**config.mk**
```make
export PLATFORM = sky130hd
export DESIGN_NAME = pipe_stage_reg
export DESIGN_NICKNAME = d
export VERILOG_FILES = /design/src/rtl/pipe_stage_reg.sv
export SDC_FILE = /design/constraint.sdc
export NUM_CORES = 1
export LEC_CHECK = 0
export ABC_CLOCK_PERIOD_IN_PS = 2550
export CORE_UTILIZATION = 45
export DETAILED_ROUTE_END_ITERATION = 10
export PLACE_DENSITY = 0.69
export SLEW_MARGIN = 20
export SYNTH_ARGS = -nofsm -noshare
export SYNTH_HDL_FRONTEND = slang
export SYNTH_SLANG_ARGS = --single-unit
```
**constraint.sdc**
```tcl
create_clock -name clk -period 2.55 [get_ports clk]
set_clock_uncertainty 0.15 [all_clocks]
set_input_delay 0.3825 -clock clk [delete_from_list [all_inputs] [get_ports clk]]
set_output_delay 0.3825 -clock clk [all_outputs]
set_load 0.02 [all_outputs]
```
**src/rtl/pipe_stage_reg.sv**
```systemverilog
// Handshaked pipeline-stage register with optional skid entry (SKID=1) and
// bubble-zeroed control bundle. Optional perf counters under `PIPE_STAGE_PERF_EN`.
module pipe_stage_reg #(
    parameter int CTRL_W = 8,
    parameter int DATA_W = 143,
    parameter int SKID   = 1,
    parameter int CNT_W  = 16
) (
    input  logic              clk,
    input  logic              R_n,
    input  logic              flush,
    input  logic              in_valid,
    output logic              in_ready,
    input  logic [CTRL_W-1:0] in_ctrl,
    input  logic [DATA_W-1:0] in_data,
    output logic              out_valid,
    input  logic              out_ready,
    output logic [CTRL_W-1:0] out_ctrl,
    output logic [DATA_W-1:0] out_data,
    output logic [1:0]        occ
`ifdef PIPE_STAGE_PERF_EN
    ,
    output logic [CNT_W-1:0]  stall_cnt,
    output logic [CNT_W-1:0]  bubble_cnt,
    output logic [CNT_W-1:0]  flush_cnt
`endif
);

    logic              xin;
    logic              xout;
    logic [CTRL_W-1:0] main_ctrl;

    assign xin      = in_valid & in_ready;
    assign xout     = out_valid & out_ready;
    // Control is gated so a bubble can never carry RegWrite/MemWrite downstream.
    assign out_ctrl = out_valid ? main_ctrl : '0;

    if (CNT_W < 1 || SKID < 0 || SKID > 1) begin : g_bad_param
        $error("pipe_stage_reg: CNT_W must be >= 1 and SKID must be 0 or 1");
    end

    if (SKID == 1) begin : g_skid
        typedef enum logic [1:0] {EMPTY = 2'd0, ONE = 2'd1, TWO = 2'd2} state_t;

        state_t            state;
        logic              rdy_q;
        logic [CTRL_W-1:0] skid_ctrl;
        logic [DATA_W-1:0] skid_data;

        assign in_ready  = rdy_q;
        assign out_valid = (state != EMPTY);
        assign occ       = state;

        always_ff @(posedge clk or negedge R_n) begin
            if (!R_n) begin
                state     <= EMPTY;
                rdy_q     <= 1'b1;
                main_ctrl <= '0;
                out_data  <= '0;
                skid_ctrl <= '0;
                skid_data <= '0;
            end else if (flush) begin
                state     <= EMPTY;
                rdy_q     <= 1'b1;
                main_ctrl <= '0;
                out_data  <= '0;
                skid_ctrl <= '0;
                skid_data <= '0;
            end else begin
                case (state)
                    EMPTY: begin
                        if (xin) begin
                            state     <= ONE;
                            main_ctrl <= in_ctrl;
                            out_data  <= in_data;
                        end
                    end
                    ONE: begin
                        if (xin && !xout) begin
                            state     <= TWO;
                            rdy_q     <= 1'b0;
                            skid_ctrl <= in_ctrl;
                            skid_data <= in_data;
                        end else if (xin && xout) begin
                            main_ctrl <= in_ctrl;
                            out_data  <= in_data;
                        end else if (xout) begin
                            state     <= EMPTY;
                            main_ctrl <= '0;
                        end
                    end
                    TWO: begin
                        if (xout) begin
                            state     <= ONE;
                            rdy_q     <= 1'b1;
                            main_ctrl <= skid_ctrl;
                            out_data  <= skid_data;
                        end
                    end
                    default: begin
                        state <= EMPTY;
                        rdy_q <= 1'b1;
                    end
                endcase
            end
        end
    end else begin : g_single
        logic vld;

        assign in_ready  = !vld | out_ready;
        assign out_valid = vld;
        assign occ       = {1'b0, vld};

        always_ff @(posedge clk or negedge R_n) begin
            if (!R_n) begin
                vld       <= 1'b0;
                main_ctrl <= '0;
                out_data  <= '0;
            end else if (flush) begin
                vld       <= 1'b0;
                main_ctrl <= '0;
                out_data  <= '0;
            end else if (xin) begin
                vld       <= 1'b1;
                main_ctrl <= in_ctrl;
                out_data  <= in_data;
            end else if (xout) begin
                vld       <= 1'b0;
                main_ctrl <= '0;
            end
        end
    end

`ifdef PIPE_STAGE_PERF_EN
    always_ff @(posedge clk or negedge R_n) begin
        if (!R_n) begin
            stall_cnt  <= '0;
            bubble_cnt <= '0;
            flush_cnt  <= '0;
        end else begin
            if (out_valid && !out_ready && stall_cnt != '1) stall_cnt <= stall_cnt + 1'b1;
            if (!out_valid && bubble_cnt != '1)             bubble_cnt <= bubble_cnt + 1'b1;
            if (flush && flush_cnt != '1)                   flush_cnt <= flush_cnt + 1'b1;
        end
    end
`endif

endmodule

```
# After elaboration in Yosys (flattened, before gate mapping)
# Cells that the tools add are included.
[word_totals] register_bits=305
[op_classes] muxes=31 n_reduce_logical=13 eq_ne=11 bitwise_logic=2
[op_table] cell="$mux W143" n=8
[op_table] cell="$pmux W143 S3" n=1
[op_table] cell="$mux W8" n=10
[op_table] cell="$pmux W8 S3" n=1
[op_table] cell="$ne A3 B3 Y1 const B" n=5
[op_table] cell="$mux W2" n=6
[op_table] cell="$ne A4 B4 Y1 const B" n=3
[op_table] cell="$reduce_and A5 Y1" n=2
[op_table] cell="$pmux W2 S3" n=1
[op_table] cell="$reduce_bool A2 Y1" n=3
[op_table] cell="$reduce_and A4 Y1" n=1
[op_table] cell="$reduce_bool A4 Y1" n=1
[op_table] cell="$mux W1" n=3
[op_table] cell="$pmux W1 S3" n=1
[op_table] cell="$reduce_and A3 Y1" n=1
[op_table] cell="$and A1 B1 Y1" n=2
[op_table] cell="$eq A2 B1 Y1 const B" n=1
[op_table] cell="$eq A2 B2 Y1 const B" n=1
[op_table] cell="$logic_and A1 B1 Y1" n=2
[op_table] cell="$logic_not A2 Y1" n=1
[op_table] cell="$ne A2 B2 Y1 const B" n=1
[op_table] cell="$reduce_and A2 Y1" n=1
[op_table] cell="$logic_not A1 Y1" n=1

# Depth between registers and ports, before layout
# Gate-level depths: netlist of the first run.
[logic_depth] ltp_word=7 mapped_depth=10

# Worst setup path after synthesis of the first run
# OpenSTA, ideal clock, no wires.
[synth_timing] path_kind="reg-to-reg" from="register g_skid.state[0] (netlist: occ[0])" to="register out_data[10]" arrival_time_ps=1920 slack_ps=330 n_path_buf=3 path_stages_with_launch=10 required_ps=2250 synth_period_minus_slack_ps=2220 path_cell_list="dfrtp_1 -> inv_1 -> ha_1 -> nand2b_1 -> a21oi_2 -> or2_1 -> buf_2 -> buf_6 -> buf_6 -> a211oi_2"
[synth_between] elab_chain_cells=6
[synth_lines] item="start, declared" line_no="45" rtl="state_t state;"
[synth_lines] item="start signal, assigned" line_no="56" rtl="state <= EMPTY;"
[synth_lines] item="start signal, assigned" line_no="63" rtl="state <= EMPTY;"
[synth_lines] item="start signal, assigned" line_no="73" rtl="state <= ONE;"
[synth_lines] item="$reduce_bool A2 Y1" line_no="51" rtl="assign out_valid = (state != EMPTY);"
[synth_lines] item="$and A1 B1 Y1" line_no="34" rtl="assign xout = out_valid & out_ready;"
[synth_lines] item="$logic_not A1 Y1" line_no="79" rtl="if (xin && !xout) begin"
[synth_lines] item="$logic_and A1 B1 Y1" line_no="79"
[synth_lines] item="$ne A3 B3 Y1 (no line)"
[synth_lines] item="$reduce_and A5 Y1 (no line)"
[synth_lines] item="end signal, assigned" line_no="75" rtl="out_data <= in_data;"
[synth_lines] item="end signal, assigned" line_no="86" rtl="out_data <= in_data;"
[synth_lines] item="end signal, assigned" line_no="97" rtl="out_data <= skid_data;"
[synth_lines] item="end, declared" line_no="19" rtl="output logic [DATA_W-1:0] out_data,"
# Several ways; a longest one is shown, not always the timed one.
# A chain may end at the register's enable or synchronous reset.

# Final worst setup path of the first run
[layout_timing] from="register g_skid.state[1] (netlist: occ[1])" to="output out_ctrl[5]"
[layout_between] elab_chain_cells=2
[layout_lines] item="$reduce_bool A2 Y1" line_no="51"
[layout_lines] item="$mux W8" line_no="36" rtl="assign out_ctrl = out_valid ? main_ctrl : '0;"
[layout_lines] item="end, declared" line_no="18" rtl="output logic [CTRL_W-1:0] out_ctrl,"
# Every way passes these cells.

==> reports/metrics.yaml, run 1 <==
timing:
  setup_viol: 0
  maxSlewHeadroom_pct: 45.5
  tightest_slew_ns: 0.818
  max_freq_mhz: 412
  hold_viol: 0
  fin_ws_ns: 0.122
  fin_crit_sh_pct: 95.2
  maxSlewViolCount: 0
  setup_tns_ns: 0
  rsz0062_at_grt: "false"
  finalCriticalPeriod_ns: 2.43
place:
  gp_congestion: 0.787
  dp.cells: 1691
  port-buffer-count: 310
  hpwl_um: 23300
  placed_cell_area_mm2: 0.0172
  pre_cts_ws_ns: 0.140
synth:
  synth_compound_area_share_pct: 21.6
  synth-seq-cells: 305
  synth_adder_area_share_pct: 0.369
  syn_inst: 1069
  yosysWarningCount: 0
  synth_top_family_by_area: "compound AO/OA/AOI/OAI gates"
  ys_seq_area_share_pct: 56.3
  synthTopCellsByArea: "dfrtp_1 (56%), mux2i_1 (11%), a22o_1 (9.8%)"
  synth_top_area_share_pct: 56.2
  synth_top_area_cell: "dfrtp_1"
  synthXorXnorAreaFrac_pct: 0
  synthSimpleGateAreaFrac_pct: 6.49
  syn_nets: 1229
  syn-cell-area_mm2: 0.0135
  synth.distinct_cells: 33
  synthMuxAreaShare_pct: 10.6
  syn_area_per_cell_um2: 12.7
critical_path:
  path_cells: "inv_1 -> ha_2 -> buf_4 -> nor2_1 -> clkdlybuf4s15_2"
  cp-start-kind: "register"
  cp.arrival_ns: 1.90
  crit_family: "buffers and inverters"
  slowest_delay_ns: 0.43
  cp_num_buf_inv: 3
  end_kind: "output pin"
  cp.required_ns: 2.02
  path_class: "register to output pin"
  worstPathMaxFanout: 10
  worst_path_max_delay_cell: "dfrtp_1"
drt:
  wl_per_cell_um: 21.8
  dr_total_vias: 10300
  drt_wl_total_um: 38200
  drt_iter0_markers: 561
  drc: 0
  drtAntennaViolNets: 0
  dr.pass1.iters: 5
  vias_per_cell: 5.88
power:
  seqPwrFrac_pct: 34.0
  switching_share_pct: 35.9
  power.switching_w: 0.00733
  p_clk_share_pct: 24.8
  peakVddDrop_mv: 0.674
  p_per_area_mw_per_mm2: 1110
  cellLeakagePower_nw: 7.44
  comb_power_share_pct: 41.3
  intPower_w: 0.0131
layout:
  mostFrequentLayoutCell: "dfrtp_1"
  syn2layout_area_growth_pct: 35.6
  fin_cells: 1752
  seqCellArea_mm2: 0.00763
  fillers: 2371
  layout-drive-gt1-share_pct: 13.4
  nNetsFinal: 1500
  fin_area_mm2: 0.0184
  layout_common_cells: "dfrtp_1 (304), clkdlybuf4s50_1 (299), a22o_1 (151)"
  multiInputGateArea_mm2: 0.00534
  final_core_util_pct: 62.0
global_routing:
  antenna_found_initial: 1
  track_usage_pct: 24.9
  grt_overflow: 0
  grt_max_degree: 96
  grt_first_pass_wirelength_um: 60800
  grt_pass1_vias: 10600
cts:
  clk_pin_slew_ns: 0.05
  h-tree-depth: 2
  cts-root-buf: "clkbuf_16"
  postCtsSetupBuffers: 0
  cts-buffers-inserted: 36
  cts_sinks: 305
  cts_tree: "built"
  cts_buffer_depth: 3
  insertion_delay_ns: 0.51
floorplan:
  rows: 63
  fp.dieArea_mm2: 0.0308
  start_util_pct: 45.7
  coreArea_mm2: 0.0296
  die_y_um: 176
  io_pins: 311
  die_w_um: 176
flow_run:
  cap_violations: 0
status:
  status: "finished clean"
min_path:
  hold_class: "primary input to register"
==> metal layers <==
| layer | global-route usage (%) | share of wire [%] |
|---|---|---|
| met5 | 0 | 0 |
| met4 | 6.96 | 2.4 |
| met3 | 6.49 | 7.1 |
| met2 | 39.0 | 47 |
| met1 | 34.3 | 43 |
==> cell type report <==
cell class,count,area share [%]
flip-flops and latches,305,41.6
multi-input cells,638,29.1
repair buffers,348,20.1
clock buffers,52,5.84
well taps,390,2.66
clock inverters,7,0.518
inverters,11,0.225
diodes,1,0.0136
==> synth_stat cells <==
library cell	number
dfrtp_1	304
a22o_1	151
nor3_1	144
mux2i_1	143
a211oi_1	81
a211oi_2	70
buf_2	60
clkbuf_1	46
nor2_1	14
inv_1	11
a221oi_1	8
buf_6	8
ha_1	4
nand2_1	3
nand2b_1	3
nor2b_1	2
a211o_1	1
a21oi_2	1
a311oi_1	1
and2_1	1
buf_1	1
dfstp_2	1
mux2_2	1
nand3_1	1
nand3_2	1
nor3_2	1
nor3_4	1
o21a_1	1
o21ai_1	1
o31ai_1	1
o32a_1	1
or2_1	1
or4b_1	1
==> power by group through the flow <==
stage	logic, W	clock network [W]	registers [W]
after floorplan	0.00387	0	0.00798
after global placement	0.00834	0	0.00695
after detailed placement	0.00847	0	0.00697
after CTS	0.00849	0.00516	0.00693
after global routing	0.00896	0.00534	0.00707
final	0.00841	0.00505	0.00693
==> cells by family (layout without fill, tap and decap cells) <==
logic type / count (synthesis) / count (layout)
adders and majority gates: 4 / 4
and+or+nand+nor: 173 / 173
muxes: 144 / 144
buffers and inverters: 126 / 418
DFF: 305 / 305
AOI/OAI and AO/OA: 317 / 317
other: 0 / 1
==> sequential cells by signal (all words and copies together) (netlist names) <==
| name | count |
|---|---|
| g_skid.skid_ctrl | 8 |
| g_skid.skid_data | 143 |
| in_ready | 1 |
| main_ctrl | 8 |
| occ | 2 |
| out_data | 143 |
==> stage by stage <==
step                      hold slack (ns)  total power (W)
after floorplan                   -0.0631           0.0118
after global placement              0.225           0.0153
after detailed placement            0.222           0.0154
after CTS                          0.0513           0.0206
after global routing               0.0729           0.0214
final                              0.0697           0.0204
==> what timing repair did <==
| action | in CTS | in global routing |
|---|---|---|
| hold buffers | 1 | 0 |
| setup endpoints to repair | 9 | 1 |
| pin swaps | 0 | 0 |
| resized for setup | 26 | 3 |
| gates cloned | 0 | 0 |
| hold endpoints to repair | 54 | 0 |
==> final timing paths <==
path / cells past startpoint / to / slack [ns] / from
max: 5 / out_ctrl[5] / 0.12 / occ[1]$_DFFE_PN0P_
min: 2 / out_data[34]$_DFFE_PN0P_ / 0.07 / flush
max reg2reg: 7 / out_data[117]$_DFFE_PN0P_ / 0.15 / occ[1]$_DFFE_PN0P_
min reg2reg: 1 / g_skid.skid_data[8]$_DFFE_PN0P_ / 0.35 / g_skid.skid_data[8]$_DFFE_PN0P_
max in group asynchronous: 4 / out_data[132]$_DFFE_PN0P_ / 1.21 / R_n
min in group asynchronous: 2 / g_skid.skid_data[51]$_DFFE_PN0P_ / 0.25 / R_n
(Power assumes the default switching activity.)
==> inputs of run 2 (changes only) <==
- CAP_MARGIN: unset -> 10
- PLACE_DENSITY: 0.69 -> 0.81
==> reports/metrics.yaml, run 2 (synthesis gave the netlist of run 1 again) <==
cts:
  cts-buffers-inserted: 35  # -2.8%
  cts_buffer_depth: 3  # unchanged
  insertion_delay_ns: 0.49  # -0.02 ns
  cts_sinks: 305  # unchanged
  cts_tree: "built"
  h-tree-depth: 2  # unchanged
  postCtsSetupBuffers: 0  # unchanged
  clk_pin_slew_ns: 0.06  # about the same
  cts-root-buf: "clkbuf_16"
floorplan:
  die_w_um: 176  # unchanged
  coreArea_mm2: 0.0296  # unchanged
  rows: 63  # unchanged
  io_pins: 311  # unchanged
  fp.dieArea_mm2: 0.0308  # unchanged
  start_util_pct: 45.7  # unchanged
  die_y_um: 176  # unchanged
global_routing:
  antenna_found_initial: 2  # +1
  grt_overflow: 0  # unchanged
  grt_max_degree: 83  # -14%
  track_usage_pct: 24.3  # -0.68 points
  grt_first_pass_wirelength_um: 59700  # -1.8%
  grt_pass1_vias: 10700  # +0.56%
critical_path:
  cp-start-kind: "register"
  cp.required_ns: 2.02  # about the same
  path_class: "register to output pin"
  end_kind: "output pin"
  worstPathMaxFanout: 9  # -1
  cp.arrival_ns: 1.88  # -0.02 ns
layout:
  fillers: 2320  # -2.2%
  mostFrequentLayoutCell: "dfrtp_1"
  layout_common_cells: "dfrtp_1 (303), clkdlybuf4s50_1 (299), a22o_1 (151)"
  layout-drive-gt1-share_pct: 12.6  # -0.77 points
  multiInputGateArea_mm2: 0.00535  # about the same
  fin_cells: 1750  # -0.11%
  fin_area_mm2: 0.0182  # -1.0%
  nNetsFinal: 1492  # -0.53%
  seqCellArea_mm2: 0.00763  # about the same
  syn2layout_area_growth_pct: 34.2
  reg.largest.list: "g_skid.skid_data x143, out_data x143"
timing:
  setup_viol: 0  # unchanged
  max_freq_mhz: 414  # +0.56%
  finalCriticalPeriod_ns: 2.41  # -0.0135 ns
  maxSlewViolCount: 0  # unchanged
  holdWs_ns: 0.143  # +0.0731 ns
  tightest_slew_ns: 0.828  # +0.0103 ns
  fin_crit_sh_pct: 94.7  # -0.53 points
  maxSlewHeadroom_pct: 44.8  # -0.68 points
  setup_tns_ns: 0  # unchanged
  hold_viol: 0  # unchanged
  rsz0062_at_grt: "false"
power:
  cellLeakagePower_nw: 7.36  # -1.1%
  fin_total_pwr_w: 0.0202  # -1.1%
  peakVddDrop_mv: 0.564  # -16%
  p_per_area_mw_per_mm2: 1110  # about the same
drt:
  vias_per_cell: 5.97  # +1.5%
  drtAntennaViolNets: 0  # unchanged
  drt_wl_total_um: 37700  # -1.3%
  wl_per_cell_um: 21.5  # -1.2%
  dr_total_vias: 10400  # +1.4%
  drt_iter0_markers: 685  # +22%
  dr.pass1.iters: 5  # unchanged
  drc: 0  # unchanged
place:
  port-buffer-count: 310  # unchanged
  gp_congestion: 0.798  # +1.4%
  hpwl_um: 23400  # +0.44%
  dp.cells: 1684  # -0.41%
  placed_cell_area_mm2: 0.0170  # -0.82%
flow_run:
  cap_violations: 0  # unchanged
status:
  status: "finished clean"
min_path:
  hold_class: "primary input to register"
-- run 2: changes by cell type in the layout (fill, tap and decap cells not counted), sizes merged, moves of 2 or more --
cell / delta
clkinv: +5
buf: -7
diode: +2
clkbuf: +2
inv: -2
-- run 2: worst max-delay path, stage by stage, from the launching register on --
cell and delay [ns]:
dfrtp_2 0.44, inv_1 0.12, ha_2 0.25, buf_4 0.19
inv_1 0.05, dlygate4sd2_1 0.34
-- run 2: per-layer routing --
| layer | global-route usage, % | part of all wire (%) | vias to the layer above |
|---|---|---|---|
| met5 | 0 | 0 | - |
| met4 | 10.7 | 4.4 | 0 |
| met3 | 6.10 | 7.6 | 92 |
| met2 | 37.2 | 46 | 382 |
| met1 | 32.6 | 42 | 5346 |
| li1 | - | - | 4623 |
-- run 2: cell type report --
type | instances | area share [%]
inverter | 11 | 0.227
multi-input combinational | 638 | 29.4
clock buffer | 54 | 5.78
antenna | 3 | 0.0413
sequential | 305 | 42.0
timing repair buffer | 341 | 19.5
tap | 390 | 2.68
clock inverter | 8 | 0.358
-- run 2: power by group --
part	switching, W	internal [W]	leakage, nW	total (W)
clock	0.00192	0.00293	0.554	0.00485
sequential	0.000762	0.00614	4.12	0.00690
combinational	0.00463	0.00377	2.69	0.00841
total	0.00732	0.0128	7.36	0.0202
-- run 2: path summary, 6_finish.rpt --
kind                                                    from                                 to  slack, ns  depth (start not counted)
min in group asynchronous                                R_n   g_skid.skid_data[27]$_DFFE_PN0P_       0.28                          2
max in group asynchronous                                R_n          out_data[105]$_DFFE_PN0P_       1.14                          3
setup / recovery                          occ[1]$_DFFE_PN0P_                          out_valid       0.14                          5
hold / removal                                         flush           out_data[36]$_DFFE_PN0P_       0.14                          2
setup reg to reg                          occ[1]$_DFFE_PN0P_           main_ctrl[3]$_DFFE_PN0P_       0.21                          6
hold reg to reg            g_skid.skid_data[139]$_DFFE_PN0P_  g_skid.skid_data[139]$_DFFE_PN0P_       0.35                          1
-- run 2: repair_timing --
action / 4_1_cts / 5_1_grt
hold buffers: 1 / 0
hold endpoints to repair: 58 / 0
gates resized for setup: 23 / 3
endpoints found under the setup margin: 9 / 7
-- run 2: per-stage QoR --
step	worst slack (ns)	utilization, %
3_3_place_gp	0.124	57.5
2_1_floorplan	0.330	-
6_report	0.135	61.3
4_1_cts	0.0455	61.3
5_1_grt	0.0204	61.3
3_5_place_dp	0.0948	57.5
